<file path="config.mk">
export PLATFORM = sky130hd
export DESIGN_NAME = ysyx_24100029_icache
export DESIGN_NICKNAME = d
export VERILOG_FILES = /design/src/rtl/ysyx_24100029_icache.sv
export SDC_FILE = /design/constraint.sdc
export NUM_CORES = 1
export LEC_CHECK = 0
export BUFFER_PORTS_ARGS = -buffer_cell sky130_fd_sc_hd__buf_4
export CAP_MARGIN = 20
export CORE_ASPECT_RATIO = 1.4
export CORE_MARGIN = 4
export CORE_UTILIZATION = 30
export DETAILED_ROUTE_END_ITERATION = 8
export SYNTH_ARGS = -nofsm -noshare
export SYNTH_HDL_FRONTEND = slang
export SYNTH_SLANG_ARGS = --single-unit
</file>
<file path="constraint.sdc">
create_clock -name clock -period 2.3 [get_ports clock]
set_input_delay 0.115 -clock clock [delete_from_list [all_inputs] [get_ports clock]]
set_output_delay 0.115 -clock clock [all_outputs]
set_load 0.03 [all_outputs]
</file>
<file path="src/rtl/ysyx_24100029_icache.sv">
// rtl/ysyx_24100029_icache.sv - direct-mapped read-only I-cache with AXI4 refill
// ICACHE_EN enables the cache; when undefined every fetch bypasses to memory.
module ysyx_24100029_icache #(
  parameter int SETS        = 16,
  parameter int BLOCK_WORDS = 4
) (
  input  logic        clock,
  input  logic        reset,
  input  logic        fence_i,
  input  logic        s_arvalid,
  output logic        s_arready,
  input  logic [31:0] s_araddr,
  input  logic [3:0]  s_arid,
  input  logic [7:0]  s_arlen,
  input  logic [2:0]  s_arsize,
  input  logic [1:0]  s_arburst,
  output logic        s_rvalid,
  input  logic        s_rready,
  output logic [31:0] s_rdata,
  output logic [1:0]  s_rresp,
  output logic        s_rlast,
  output logic [3:0]  s_rid,
  output logic        m_arvalid,
  input  logic        m_arready,
  output logic [31:0] m_araddr,
  output logic [3:0]  m_arid,
  output logic [7:0]  m_arlen,
  output logic [2:0]  m_arsize,
  output logic [1:0]  m_arburst,
  input  logic        m_rvalid,
  output logic        m_rready,
  input  logic [31:0] m_rdata,
  input  logic [1:0]  m_rresp,
  input  logic        m_rlast,
  input  logic [3:0]  m_rid
);

  typedef enum logic [2:0] {
    S_IDLE, S_LOOKUP, S_MISS_AR, S_MISS_R, S_RESP
  } state_t;

  state_t      r_state, w_next;
  logic [31:0] r_addr;
  logic [3:0]  r_id;
  logic [31:0] r_rdata;
  logic [1:0]  r_rresp;
  logic        w_beat;
  logic        w_unused;

  assign w_beat = (r_state == S_MISS_R) && m_rvalid;

`ifdef ICACHE_EN
  localparam int OFS = $clog2(BLOCK_WORDS);
  localparam int IDX = $clog2(SETS);
  localparam int TAG = 30 - OFS - IDX;

  logic [SETS-1:0] r_valid;
  logic [TAG-1:0]  r_tag  [SETS];
  logic [31:0]     r_data [SETS][BLOCK_WORDS];
  logic [OFS-1:0]  r_cnt;
  logic [1:0]      r_err;
  logic            r_fenced;

  logic [IDX-1:0]  w_idx;
  logic [OFS-1:0]  w_ofs;
  logic [TAG-1:0]  w_tag;
  logic            w_hit;
  logic            w_last;
  logic [1:0]      w_err_next;

  assign w_idx      = r_addr[OFS+2 +: IDX];
  assign w_ofs      = r_addr[2 +: OFS];
  assign w_tag      = r_addr[31 -: TAG];
  assign w_hit      = r_valid[w_idx] && (r_tag[w_idx] == w_tag);
  assign w_last     = m_rlast || (r_cnt == OFS'(BLOCK_WORDS - 1));
  assign w_err_next = r_err | m_rresp;

  // r_fenced remembers a flush that landed while this line was being filled
  always_ff @(posedge clock or negedge reset) begin
    if (!reset) begin
      r_cnt    <= '0;
      r_err    <= '0;
      r_fenced <= 1'b0;
      r_valid  <= '0;
    end else begin
      if (r_state == S_MISS_AR) begin
        r_cnt <= '0;
        r_err <= '0;
      end else if (w_beat) begin
        r_cnt <= r_cnt + 1'b1;
        r_err <= w_err_next;
      end
      if (r_state == S_LOOKUP)
        r_fenced <= 1'b0;
      else if (fence_i)
        r_fenced <= 1'b1;
      if (fence_i)
        r_valid <= '0;
      else if (w_beat && w_last && (w_err_next == 2'b00) && !r_fenced)
        r_valid[w_idx] <= 1'b1;
    end
  end

  always_ff @(posedge clock) begin
    if (w_beat) begin
      r_data[w_idx][r_cnt] <= m_rdata;
      if (w_last)
        r_tag[w_idx] <= w_tag;
    end
  end

  assign m_araddr = {r_addr[31:OFS+2], {(OFS+2){1'b0}}};
  assign m_arlen  = 8'(BLOCK_WORDS - 1);
  assign w_unused = ^{s_arlen, s_arsize, s_arburst, m_rid, r_addr[1:0]};
`else
  assign m_araddr = {r_addr[31:2], 2'b00};
  assign m_arlen  = 8'd0;
  assign w_unused = ^{s_arlen, s_arsize, s_arburst, m_rid, r_addr[1:0],
                      fence_i, m_rlast, 1'(SETS), 1'(BLOCK_WORDS)};
`endif

  always_ff @(posedge clock or negedge reset) begin
    if (!reset) begin
      r_state <= S_IDLE;
      r_addr  <= '0;
      r_id    <= '0;
      r_rdata <= '0;
      r_rresp <= '0;
    end else begin
      r_state <= w_next;
      if (r_state == S_IDLE && s_arvalid) begin
        r_addr <= s_araddr;
        r_id   <= s_arid;
      end
`ifdef ICACHE_EN
      if (r_state == S_LOOKUP && w_hit) begin
        r_rdata <= r_data[w_idx][w_ofs];
        r_rresp <= 2'b00;
      end
      if (w_beat && (r_cnt == w_ofs))
        r_rdata <= m_rdata;
      if (w_beat && w_last)
        r_rresp <= w_err_next;
`else
      if (w_beat) begin
        r_rdata <= m_rdata;
        r_rresp <= m_rresp;
      end
`endif
    end
  end

  always_comb begin
    w_next = r_state;
    case (r_state)
`ifdef ICACHE_EN
      S_IDLE:    if (s_arvalid) w_next = S_LOOKUP;
      S_LOOKUP:  w_next = w_hit ? S_RESP : S_MISS_AR;
      S_MISS_R:  if (m_rvalid && w_last) w_next = S_RESP;
`else
      S_IDLE:    if (s_arvalid) w_next = S_MISS_AR;
      S_MISS_R:  if (m_rvalid) w_next = S_RESP;
`endif
      S_MISS_AR: if (m_arready) w_next = S_MISS_R;
      S_RESP:    if (s_rready) w_next = S_IDLE;
      default:   w_next = S_IDLE;
    endcase
  end

  // arready is gated by reset so it reads 0 for the whole reset window
  assign s_arready = reset && (r_state == S_IDLE);
  assign s_rvalid  = (r_state == S_RESP);
  assign s_rlast   = s_rvalid;
  assign s_rdata   = r_rdata;
  assign s_rresp   = r_rresp;
  assign s_rid     = r_id;
  assign m_arvalid = (r_state == S_MISS_AR);
  assign m_arid    = 4'd0;
  assign m_arsize  = 3'b010;
  assign m_arburst = 2'b01;
  assign m_rready  = (r_state == S_MISS_R);

endmodule

</file>
======== After elaboration in Yosys (flattened, before gate mapping) ========
Cells that the tools add are included.
word-level totals
  word-level logic and storage cells ...... 22
  output and inout bits ................... 92
  register bits after elaboration ......... 73
cells by class
  muxes and demuxes ....................... 5
  reduce and logical (&&, ||, !) cells .... 5
  equal/unequal tests ..................... 7
operators with widths
  cell                  number
  $mux W3               4
  $pmux W3 S4           1
  $eq A3 B2 Y1 const B  2
  $ne A2 B2 Y1 const B  3
  $reduce_and A4 Y1     1
  $eq A3 B3 Y1 const B  1
  $logic_and A1 B1 Y1   3
  $logic_not A3 Y1      1
  $ne A2 B1 Y1 const B  1

======== Logic depth before layout (Yosys ltp) ========
Gate-level depths: netlist of run 1.
  depth after elaboration ................. 3
  mapped depth ............................ 4
  gate-level depth less buffers ........... 2

======== Worst setup path before layout of run 1 ========
OpenSTA, ideal clock, no wires.
  path type ............................... register to output
  from .................................... reg r_state[0]
  to ...................................... out s_arready
  path buffers ............................ 1
  stages on the path, launching flop included .. 3
  data required time ...................... 2185 ps
  data arrival time ....................... 1568 ps
  slack ................................... 617 ps
  cells stage by stage .................... dfrtp_1 buf_6 nor4b_1
between the ends
  cells in the longest elaborated chain, start to end .. 2
ends and longest elaborated chain
  element                 RTL line  text
  start, declared         42        state_t r_state, w_next;
  start signal, assigned  130       r_state <= w_next;
  $logic_not A3 Y1        171       assign s_arready = reset && (r_state == S_IDLE);
  $logic_and A1 B1 Y1     171
  end, declared           11        output logic s_arready,
No other way between the ends.

======== Worst setup path after layout of run 1 ========
  from .................................... reg r_state[0]
  to ...................................... reg r_addr[16]
between the ends
  cells in the longest elaborated chain, start to end .. 2
ends and longest elaborated chain
  element               RTL line  text
  $logic_not A3 Y1      131       if (r_state == S_IDLE && s_arvalid) begin
  $logic_and A1 B1 Y1   131
  end signal, assigned  132       r_addr <= s_araddr;
  end, declared         43        logic [31:0] r_addr;
No other way between the ends.
A chain may end at the register's enable or synchronous reset.

==> run metrics, run 1 <==
outcome=finished, final reports clean; fin. max-slew vios=0; Design Power=between 7000 and 8000 uW; Hold WC Path Type=in -> reg; # diodes=0; Comb pwr share=about 50%; crit-path max FO=34; switching share of power=around 40%; latest clock arrival within the worst-skew pair=320 ps; Net Switching=2800 uW; detailed placement HPWL=approximately 4800 microns; total CTS buffers=9; Max Fclk=575 MHz; clock skew=between 5 and 6 ps; Setup CP Type=reg -> reg; Slowest-stage cell, CP=dfrtp_1; Synth top area share=61.6%; pwr/cell area=between 1500 and 2000 nW/um^2; Root Buffer=clkbuf_16; sequential area share after synthesis=61.6%; drt wl/cell=between 10 and 15 microns; Worst-path clk slew=50 ps; Global Route Usage Sum=11.5%; delay-heaviest family, CP=flip-flops; most common cell after layout, fill and taps aside=buf_4; setup_tns=0 ps; CP Capture Type=flop; largest net degree at the start of global routing=48; critical-path cell list=nor4b_4 > buf_4 > mux2_2; CTS H-tree depth=3; slew of the pin with the lowest slew margin=about 590 ps; RSZ-0062 raised after global routing=no; Starting Density=between 30% and 40%; ranking of synthesized cells by area=dfrtp_1, mux2_2, buf_4; cell leakage power=approximately 0.0021 uW; drc violations=0; global-route wire length before repair=10,000 microns; Netlist cell types=18; Avg Cell Area, Syn=between 15 and 20 sq um; post_cts resized=0; number of buffers added on ports=between 100 and 150; antenna-violating nets left=0; DR vias=between 1,500 and 2,000; Sequential Power Share=between 30% and 40%; Tcrit/Tclk final=approximately 76%; Starting DRT DRC Count=29; io pins=~190; R2R Setup Slk=between 500 and 600 ps; FP Rows=42; synth warn=0; Yosys reg bits=71; vias per cell=4.34; Largest stage delay, worst path=~490 ps; Max-slew headroom=between 60% and 70%; vias in the first global route=~2,100; DR pass1 iterations=4; CTS tree=built; Final setup viols=0; Nets=around 430; Longest Clk Path Bufs=2; final hold vios=0; Internal=~4300 uW; final wirelength=~6400 microns; Buf/Inv on CP=1; die area=11,300 sq um; die span in y=roughly 120 microns; Placeable Area=roughly 9400 sq um; Clock power frac=a little under a fifth; Sink Count=just over 70; CP Data Required Time=around 2500 ps; Hold-fix buffers, CTS=3; max-cap violations=0; die width=around 90 microns; Tmin final=~1700 ps; Cells after Synth=184; most frequent cells in the layout=buf_4, dfrtp_1, mux2_2, conb_1, clkbuf_16; layout cells sized above 1=between 60% and 70%; Synth area leader=dfrtp_1; Post-Syn Area=~2900 sq um; setup bufs post-CTS=0; CP Data Arrival Time=between 1500 and 2000 ps; Worst VDD drop=747 uV; initial antenna violation count=0; grt total ovfl=0; global placer's final weighted congestion=0.668; crit start category=flop; layout overhead on the synthesized area=49.4%
-- final timing paths --
path                         startpoint         end  cells after the start
max                          r_state[0]  r_addr[16]                      3
min                        s_araddr[26]  r_addr[26]                      2
max reg2reg                  r_state[0]  r_addr[16]                      3
min reg2reg                  r_addr[26]  r_addr[26]                      1
max in group asynchronous         reset  r_addr[18]                      3
min in group asynchronous         reset    s_rid[0]                      2
-- logic make-up after synthesis --
kind of cell	count (synthesis)	share of synthesized area [%]
other	2	0.260
DFF	71	61.6
muxes	68	26.5
AOI/OAI and AO/OA	4	0.911
buffers and inverters	29	7.68
and+or+nand+nor	10	3.04
-- per-stage QoR --
| stage | worst slack [ps] | hold WS, ps | utilization [%] | area, sq um | cells |
|---|---|---|---|---|---|
| 2_1_floorplan | 617 | -181 | - | 2950 | 201 |
| 3_3_place_gp | 570 | 51.2 | 42.4 | 3990 | 432 |
| 3_5_place_dp | 545 | 47.8 | 42.4 | 3990 | 432 |
| 4_1_cts | 534 | 5.68 | 45.8 | 4310 | 451 |
| 5_1_grt | 460 | 4.22 | 45.8 | 4310 | 451 |
| 6_report | 562 | 15.3 | 45.8 | 4310 | 451 |
-- layer usage --
| layer | up-vias | share of wire (%) | routed length (microns) | track usage, % |
|---|---|---|---|---|
| met3 | 11 | 11 | 678 | 5.86 |
| li1 | 904 | - | - | - |
| met5 | - | 0 | 0 | 0 |
| met2 | 95 | 52 | 3340 | 19.8 |
| met4 | 0 | 2.3 | 146 | 5.19 |
| met1 | 947 | 35 | 2260 | 11.7 |
-- synth_stat cells (all sizes together) --
| library cell | instances |
|---|---|
| dfrtp | 71 |
| mux2 | 68 |
| buf | 28 |
| nand2b | 4 |
| a21oi | 2 |
| conb | 2 |
| nor4b | 2 |
| and3 | 1 |
| inv | 1 |
| nand4b | 1 |
| nor2 | 1 |
| nor3 | 1 |
| o21bai | 1 |
| o41ai | 1 |
-- power groups by stage --
| stage | Sequential [uW] | Combinational (uW) | Clock (uW) |
|---|---|---|---|
| floorplan | 3430 | 1060 | 0 |
| global placement | 2240 | 3480 | 0 |
| detailed placement | 2270 | 3530 | 0 |
| CTS | 2250 | 3530 | 1400 |
| global route | 2330 | 3680 | 1460 |
| finish | 2240 | 3470 | 1350 |
-- area by class of cell --
| class | instances | area [sq um] |
|---|---|---|
| inverter | 1 | 3.75 |
| timing repair buffer | 152 | 1150 |
| clock buffer | 13 | 250 |
| fill | 852 | 5100 |
| clock inverter | 3 | 42.5 |
| tap | 110 | 138 |
| sequential | 71 | 1780 |
| multi-input combinational | 101 | 951 |
-- flip-flops by register name (all words and copies together) (netlist names) --
register / flops
r_addr: 30
r_state: 3
s_rdata: 32
s_rid: 4
s_rresp: 2
No activity file was read; power rests on OpenSTA's default activity.
==> run 2: changes to the inputs <==
Clock period 2.3 ns to 1.5 ns, I/O delays scaled along.
==> run 2 against run 1 <==
Effect of this change:
- final area increased by 23%
- combinational power rose by 76%
- clock power is 61% higher
- critical path depth up 1
- die area did not move
- first-iteration DRC count decreased by 10%
- sequential share of layout area down 7.6 points
- register-to-register slack lost 550 ps
- maximum frequency grew 17%
- routed wire length up 22%
- worst setup slack worse by 550 ps
- critical path type unchanged
- critical endpoint is now s_rid[2]
- highest routed layer unchanged
==> run metrics, run 2 (same netlist as run 1, synthesis figures left out) <==
worst slack, placed=between 20 and 30 ps; Placeable Area=between 9000 and 10,000 sq um; Nets=509; # diodes=0; setup_tns=0 ps; Tmin final=1480 ps; Longest Clk Path Bufs=2; Starting DRT DRC Count=26; die area=~11,000 sq um; number of buffers added on ports=146; Tcrit/Tclk final=99.0%; io pins=187; total CTS buffers=9; final wirelength=7820 microns; die width=roughly 91 microns; vias per cell=around 4.3; largest net degree at the start of global routing=72; layout overhead on the synthesized area=83.1%; setup ws final=roughly 15 ps; final hold vios=0; global-route wire length before repair=around 12,000 microns; Global Route Usage Sum=13.0%; switching share of power=between 30% and 40%; Setup CP Type=reg -> reg; reg2reg path depth=4; Internal=7160 uW; CP Data Arrival Time=1690 ps; outcome=finished, final reports clean; DP Area=just over 4000 sq um; cell leakage power=roughly 0.0026 uW; Sequential Power Share=between 20 and 30%; max reg flops=32; most frequent cells in the layout=buf_4, dlygate4sd3_1, dfrtp_1, mux2_2, mux2_4; CTS H-tree depth=3; Root Buffer=clkbuf_16; Worst R2R Start=r_state[0]; RSZ-0062 raised after global routing=yes; Worst-path clk slew=around 60 ps; detailed placement HPWL=4780 microns; die span in y=about 120 microns; Worst VDD drop=between 1000 and 1500 uV; initial antenna violation count=0; global placer's final weighted congestion=between 0.7 and 0.8; Setup crit end=s_rid[2]; worst setup path start=r_state[0]; DR vias=between 2,000 and 2,500; CTS tree=built; vias in the first global route=about 2,500; Clock power frac=between 10% and 20%; CP Data Required Time=between 1500 and 2000 ps; CP Capture Type=flop; clock skew=4.09 ps; Starting Density=between 30% and 40%; latest clock arrival within the worst-skew pair=roughly 320 ps; drc violations=0; Final setup viols=0; Final Instance Area=5280 sq um; R2R Setup Slk=roughly 15 ps; Net Switching=between 4000 and 5000 uW; Max Fclk=around 670 MHz; drt wl/cell=approximately 15 microns; Hold WC Path Type=in -> reg; max-cap violations=0; crit-path max FO=8; fill count=754; Sink Count=around 70; Comb pwr share=between 50% and 60%; layout cells sized above 1=just under 60%; FF-to-FF End=s_rid[2]; antenna-violating nets left=0; FP Rows=42; fin. max-slew vios=0; pwr/cell area=about 2200 nW/um^2; hold path startpoint=m_rvalid; DR pass1 iterations=2; crit start category=flop; most common cell after layout, fill and taps aside=buf_4; grt total ovfl=0
==> run 2: cell types whose count changed in the layout (fill, tap and decap cells not counted), sizes merged <==
| cell | delta |
|---|---|
| clkinv | -1 |
| clkbuf | +3 |
| buf | +8 |
| dlygate4sd3 | +68 |
==> run 2: worst min-delay path by stage <==
stage | to | slack (ps) | cells after the start
after floorplan | r_addr[10] | -220 | 0
after global placement | r_addr[22] | 150 | 2
after detailed placement | r_addr[22] | 150 | 2
after CTS | r_state[0] | 10 | 3
after global routing | r_state[0] | 40 | 3
final | r_state[0] | 20 | 3
==> run 2: metal layers <==
metal / global-route usage [%] / routed length, microns
met5: 0 / 0
met4: 5.00 / 90
met1: 14.3 / 2930
met3: 5.08 / 565
met2: 22.6 / 4240
==> run 2: area by class of cell <==
type	count	area [sq um]	share of cell area [%]
timing repair buffer	230	2000	37.8
sequential	71	1780	33.7
multi-input combinational	101	1050	19.9
clock buffer	14	274	5.19
tap	110	138	2.61
clock inverter	2	37.5	0.711
inverter	1	3.75	0.0711
==> run 2: repair_timing <==
action                                  in CTS  in global routing
endpoints found under the hold margin      141                  0
hold buffers                                71                  0
buffers inserted                             0                  2
gates resized for setup                      1                 26
gates cloned                                 0                  4
endpoints found under the setup margin       1                 37
pin swaps                                    0                  2
==> run 2: power groups by stage <==
stage          Combinational, uW  Sequential (uW)  Clock, uW
2_1_floorplan               1650             5270          0
3_3_place_gp                5530             3370          0
3_5_place_dp                5570             3420          0
4_1_cts                     5740             3400       2260
5_1_grt                     6420             3550       2330
6_report                    6110             3420       2170
==> run 2: stage by stage <==
step,std cells,power (uW),hold slack (ps),util (%)
after CTS,523,11400,10.3,54.2
after detailed placement,436,8990,148,43.2
after global placement,436,8910,150,43.2
after floorplan,201,6920,-221,-
after global routing,529,12300,36.0,56.2
final,529,11700,24.4,56.2
==> run 2: worst max-delay path: stages (launching register included) <==
cell and delay (ps):
dfrtp_1 400, nor4b_4 290, buf_6 180, buf_8 150, mux2_2 340
